**src/rtl/mmio_timer.sv**
```systemverilog
// Memory-mapped 64-bit timer with a prescaler, a compare-match flag and a registered IRQ.
// Register reads are combinational; writes land on the rising clock edge when all four byte lanes are enabled.
module mmio_timer #(
  parameter logic [63:0] BASE_ADDR = 64'h0000_0000_FF20_0000
) (
  input  logic        iCLK,
  input  logic        iRST,
  input  logic        wReadEnable,
  input  logic        wWriteEnable,
  input  logic [3:0]  wByteEnable,
  input  logic [63:0] wAddress,
  input  logic [63:0] wWriteData,
  output logic [63:0] wReadData,
  output logic        oIRQ
);

  localparam logic [2:0] OFF_CTRL     = 3'd0;
  localparam logic [2:0] OFF_COUNT    = 3'd1;
  localparam logic [2:0] OFF_COMPARE  = 3'd2;
  localparam logic [2:0] OFF_STATUS   = 3'd3;
  localparam logic [2:0] OFF_PRESCALE = 3'd4;

  logic [2:0]  r_ctrl;
  logic [63:0] r_count;
  logic [63:0] r_compare;
  logic        r_match;
  logic [15:0] r_prescale;
  logic [15:0] r_pcnt;
  logic        r_irq;

  logic        w_sel;
  logic [2:0]  w_off;
  logic        w_wr;
  logic        w_wr_ctrl;
  logic        w_wr_count;
  logic        w_wr_compare;
  logic        w_wr_status;
  logic        w_wr_prescale;
  logic        w_tick;
  logic        w_eq;
  logic        w_hit;
  logic [63:0] w_rdata;
  logic        w_unused;

  assign w_sel         = (wAddress[63:6] == BASE_ADDR[63:6]);
  assign w_off         = wAddress[5:3];
  assign w_wr          = w_sel && wWriteEnable && (wByteEnable == 4'b1111);
  assign w_wr_ctrl     = w_wr && (w_off == OFF_CTRL);
  assign w_wr_count    = w_wr && (w_off == OFF_COUNT);
  assign w_wr_compare  = w_wr && (w_off == OFF_COMPARE);
  assign w_wr_status   = w_wr && (w_off == OFF_STATUS);
  assign w_wr_prescale = w_wr && (w_off == OFF_PRESCALE);

  assign w_tick = r_ctrl[0] && (r_pcnt == r_prescale);
  assign w_eq   = (r_count == r_compare);
  // A CPU write to COUNT on a tick edge replaces the count and suppresses that tick's match.
  assign w_hit  = w_tick && w_eq && !w_wr_count;

  assign w_unused = &{1'b0, wAddress[2:0]};

  always_ff @(posedge iCLK) begin
    if (iRST) begin
      r_ctrl     <= 3'd0;
      r_count    <= 64'd0;
      r_compare  <= 64'd0;
      r_match    <= 1'b0;
      r_prescale <= 16'd0;
      r_pcnt     <= 16'd0;
      r_irq      <= 1'b0;
    end else begin
      if (w_wr_ctrl)     r_ctrl     <= wWriteData[2:0];
      if (w_wr_compare)  r_compare  <= wWriteData;
      if (w_wr_prescale) r_prescale <= wWriteData[15:0];

      if (w_wr_ctrl || w_wr_prescale) begin
        r_pcnt <= 16'd0;
      end else if (r_ctrl[0]) begin
        r_pcnt <= w_tick ? 16'd0 : r_pcnt + 16'd1;
      end

      if (w_wr_count) begin
        r_count <= wWriteData;
      end else if (w_tick) begin
        r_count <= (w_eq && r_ctrl[1]) ? 64'd0 : r_count + 64'd1;
      end

      // Set beats a simultaneous write-1-to-clear.
      if (w_hit) begin
        r_match <= 1'b1;
      end else if (w_wr_status && wWriteData[0]) begin
        r_match <= 1'b0;
      end

      r_irq <= r_match && r_ctrl[2];
    end
  end

  always_comb begin
    w_rdata = 64'd0;
    if (w_sel && wReadEnable) begin
      case (w_off)
        OFF_CTRL:     w_rdata = {61'd0, r_ctrl};
        OFF_COUNT:    w_rdata = r_count;
        OFF_COMPARE:  w_rdata = r_compare;
        OFF_STATUS:   w_rdata = {63'd0, r_match};
        OFF_PRESCALE: w_rdata = {48'd0, r_prescale};
        default:      w_rdata = 64'd0;
      endcase
    end
  end

  assign wReadData = w_rdata;
  assign oIRQ      = r_irq;

endmodule

```
**config.mk**
```make
export PLATFORM = sky130hd
export DESIGN_NAME = mmio_timer
export DESIGN_NICKNAME = d
export VERILOG_FILES = /design/src/rtl/mmio_timer.sv
export SDC_FILE = /design/constraint.sdc
export NUM_CORES = 1
export LEC_CHECK = 0
export ABC_AREA = 1
export BUFFER_PORTS_ARGS = -buffer_cell sky130_fd_sc_hd__buf_2
export CAP_MARGIN = 20
export CELL_PAD_IN_SITES_DETAIL_PLACEMENT = 2
export CELL_PAD_IN_SITES_GLOBAL_PLACEMENT = 2
export CORE_MARGIN = 2
export CORE_UTILIZATION = 29
export CTS_CLUSTER_DIAMETER = 150
export DETAILED_ROUTE_END_ITERATION = 8
export GPL_ROUTABILITY_DRIVEN = 1
export PLACE_DENSITY_LB_ADDON = 0.1
export SLEW_MARGIN = 20
export SYNTH_ARGS = -nofsm -noshare
export SYNTH_HDL_FRONTEND = slang
export SYNTH_SLANG_ARGS = --single-unit
```
**constraint.sdc**
```tcl
create_clock -name iCLK -period 2.6 [get_ports iCLK]
set_input_delay 0.52 -clock iCLK [delete_from_list [all_inputs] [get_ports iCLK]]
set_output_delay 0.52 -clock iCLK [all_outputs]
set_load 0.02 [all_outputs]
```
==> results.rst <==
.. list-table::
   :header-rows: 1

   * - Metric
     - Value
   * - Source of the worst hold timing path
     - wWriteData[62]
   * - Final worst slack
     - -0.145 ns
   * - Core outline area
     - 0.0409 mm²
   * - Total congestion overflow after global routing
     - 0
   * - First-pass DRT Iterations
     - 5
   * - Post-Syn Area
     - 0.0120 mm²
   * - Post-Route Utilization
     - 38.9%
   * - DRC errors left
     - 0
   * - Netlist cell types
     - 40
   * - Number of hold-slack violations in the final timing report
     - 0
   * - Post-synthesis register bit count
     - 165
   * - Number of instances in the synthesized netlist
     - 2139
   * - Number of port buffers
     - 197
   * - Proportion of synthesized area in mux cells
     - 0%
   * - Hold Path Depth
     - 3
   * - Seq/Total Area, Yosys
     - 27.5%
   * - Placer's final routability congestion estimate
     - 0.903
   * - Cell Count Post-Placement
     - 2842
   * - Share of cells above drive strength 1
     - 18.5%
   * - Half-perimeter wire length of the detailed placement result
     - 43300 µm
   * - Sink of the worst hold path
     - r_compare[62]$_SDFFE_PP0P_
   * - Setup repair after global routing missed its margin
     - true
   * - Final antenna diode count
     - 0
   * - Routed vias/inst
     - 5.17
   * - Total number of placement rows
     - 74
   * - Final WL
     - 60000 µm
   * - TritonCTS clock tree
     - yes
   * - DR WL/cell
     - 20.7 µm
   * - I/O pin total
     - 201
   * - Data arrival time of the critical path
     - 2.23 ns
   * - Global-route wire length before repair
     - 91500 µm
   * - Worst setup path category
     - in2out
   * - Maximum clock insertion buffer count
     - 2
   * - Commonest cells after routing, fill and taps aside
     - nand2_1, nor2_1, inv_1, dfxtp_1, nand3_1
   * - Total Die Area
     - 0.0431 mm²
   * - Run status
     - complete, but fails checks
   * - Starting density of the core
     - 29.4%
   * - Non-Filler Instances
     - 2894
   * - Post-synth EDFFs
     - 0
   * - Synthesized Nets
     - 2277
   * - Vias post-DR
     - 15000
   * - Max-cap violations
     - 0
   * - Max Clock Skew
     - 0.0159 ns
   * - Number of nets in the final layout
     - 2487
   * - Number of max-slew violations in the final report
     - 0
   * - Adder-Cell Fraction of Synth Area
     - 0.208%
   * - Routed Antenna Nets
     - 0
   * - Synth Warn #
     - 0
   * - Maximum achievable frequency
     - 364 MHz
   * - Total number of clock tree sinks
     - 165
   * - Compound-gate portion of the synthesized area
     - 11.6%
   * - GRT Overall Usage
     - 26.8%
   * - Area share of xor/xnor cells in the synthesized design
     - 5.60%
   * - Final critical delay including setup and external delays
     - 2.75 ns
   * - Min Hold Slack
     - 0.310 ns
   * - Synth Area in Simple Gates
     - 43.5%
   * - Worst reg2reg path startpoint
     - r_count[4]$_SDFFE_PP0P_
   * - Slew at the pin with the worst max-slew slack
     - 0.847 ns
   * - Dominant combinational cell family by area after synthesis
     - simple AND/OR/NAND/NOR gates
   * - Deepest level of the CTS H-tree
     - 4
   * - Number of failing setup endpoints in the final timing report
     - 63
   * - Die boundary width
     - 208 µm
   * - Hold Buf Count CTS
     - 0
   * - Proportion of synthesized flip-flops having asynchronous set or reset
     - 0%
   * - Peak ir drop on the vdd network
     - 0.409 mV
   * - Pwr Density
     - 360 mW/mm²
   * - Fill cells
     - 5166
   * - Critical path data required time
     - 2.08 ns
   * - Total clock buffers created by CTS
     - 17
   * - Antenna violations before repair
     - 0
   * - Endpoint type of the worst setup path
     - primary output
   * - Static leakage
     - 6.16 nW
   * - Worst-case register-to-register setup slack
     - 0.11 ns
   * - Share of the cycle needed by the critical path after routing
     - 106%
   * - Worst-path maximum fanout
     - 6
   * - Clock root buffer master
     - clkbuf_16
   * - Power consumption
     - 0.00573 W
   * - Worst reg2reg path depth
     - 12
   * - Post-Place Setup Slack
     - -0.239 ns
   * - Detailed Route Iter0 Violations
     - 716
   * - Most instantiated flip-flop cell in the synthesis netlist
     - dfxtp_1
   * - Largest net degree at the start of global routing
     - 65
   * - CP startpoint kind
     - primary input
   * - Per-instance average area after synthesis
     - 5.63 µm²
   * - Failing checks
     - negative setup slack
   * - Capturing point of the worst reg2reg path
     - r_count[3]$_SDFFE_PP0P_
   * - Worst max-slew margin expressed relative to the limit
     - 43.5%
   * - Clock Latency Late Sink
     - 0.47 ns
   * - Clock-pin slew on the worst setup and hold paths
     - 0.07 ns
   * - Commonest non-fill, non-tap cell in the layout
     - nand2_1
   * - Die height
     - 208 µm
   * - HP Class
     - in2reg
   * - Area growth syn-to-layout
     - 32.4%
   * - Number of global-route vias before repair
     - 16100
[power breakdown]
group,total [W],leakage (nW),switching [W],internal [W]
logic,0.000404,4.53,0.000246,0.000159
clock network,0.00280,0.299,0.00121,0.00159
registers,0.00253,1.33,0.00000000000000000810,0.00253
total,0.00573,6.16,0.00146,0.00427
[metrics by stage]
| step | cell area, µm² | TNS [ns] |
|---|---|---|
| after global placement | 14100 | -5.96 |
| after CTS | 15300 | -0.396 |
| after global routing | 15900 | -13.85 |
| final | 15900 | -5.85 |
| after detailed placement | 14100 | -10.66 |
| after floorplan | 12000 | 0 |
[registers in the layout, indices dropped and copies added, names as in the netlist]
| register | count |
|---|---|
| r_match | 1 |
| r_prescale | 16 |
| r_count | 64 |
| r_compare | 64 |
| r_ctrl | 3 |
| oIRQ | 1 |
| r_pcnt | 16 |
[critical path: stages]
cell and delay, ns:
buf_4 0.13, nor2_4 0.12, nand2_1 0.08, nor2_1 0.10, nand3_1 0.10, nor2_2 0.16, buf_6 0.12, o2111ai_4 0.12
buf_12 0.19, clkbuf_16 0.18, buf_8 0.14, a21oi_2 0.11, buf_4 0.15
[cell type report]
class	instances	area, µm²	area share, %
Inverter	234	878	5.51
Multi-Input combinational cell	1618	7940	49.9
Clock buffer	21	470	2.95
Clock inverter	11	150	0.942
Timing Repair Buffer	313	2520	15.8
Sequential cell	165	3300	20.7
Tap cell	532	666	4.18
[routing by layer]
metal,share of wire (%),track usage (%)
met1,46,35.0
met5,0,0
met2,50,47.5
met4,1.3,4.99
met3,3.0,3.22
[worst max-delay path by stage]
| stage | from | to |
|---|---|---|
| floorplan | wAddress[59] | wReadData[10] |
| global placement | wAddress[43] | wReadData[48] |
| detailed placement | wAddress[41] | wReadData[45] |
| CTS | wAddress[57] | wReadData[6] |
| global route | wAddress[58] | wReadData[17] |
| finish | wAddress[58] | wReadData[2] |
[cells in the mapped netlist, types with 2 or more instances]
| library cell | instances | area share (%) |
|---|---|---|
| buf_1 | 5 | 0.16 |
| and2_1 | 2 | 0.10 |
| nand4_1 | 25 | 1.3 |
| o21ai_1 | 2 | 0.083 |
| nor3b_1 | 3 | 0.19 |
| a21oi_1 | 156 | 6.5 |
| o21ai_0 | 87 | 3.6 |
| a211oi_1 | 3 | 0.19 |
| or2_2 | 2 | 0.10 |
| clkbuf_1 | 80 | 2.5 |
| a31oi_1 | 14 | 0.73 |
| dfxtp_1 | 165 | 27 |
| nor2_1 | 342 | 11 |
| ha_1 | 2 | 0.21 |
| buf_2 | 30 | 1.2 |
| nand3_1 | 136 | 5.7 |
| nor2_2 | 4 | 0.21 |
| inv_1 | 232 | 7.2 |
| xnor2_1 | 10 | 0.73 |
| nor4_1 | 3 | 0.16 |
| nand3b_1 | 16 | 1.0 |
| inv_2 | 2 | 0.062 |
| buf_4 | 6 | 0.37 |
| xor2_1 | 67 | 4.9 |
| nand2_1 | 653 | 20 |
| nor3_1 | 77 | 3.2 |
| nor3_2 | 2 | 0.17 |
[timing repair]
| action | in CTS | in global routing |
|---|---|---|
| endpoints found under the hold margin | 0 | 0 |
| pin swaps | 1 | 8 |
| setup buffers | 11 | 5 |
| cloned | 2 | 4 |
| endpoints found under the setup margin | 62 | 65 |
| gates resized for setup | 116 | 119 |
[logic make-up (layout without fill, tap and decap cells)]
logic type      Yosys count  in the layout
simple gates           1270           1270
buf+inv                 356            579
compound gates          269            269
flops                   165            165
xor+xnor                 77             77
fa+ha+maj                 2              2
Note: power is estimated with default switching activity, not from simulation.
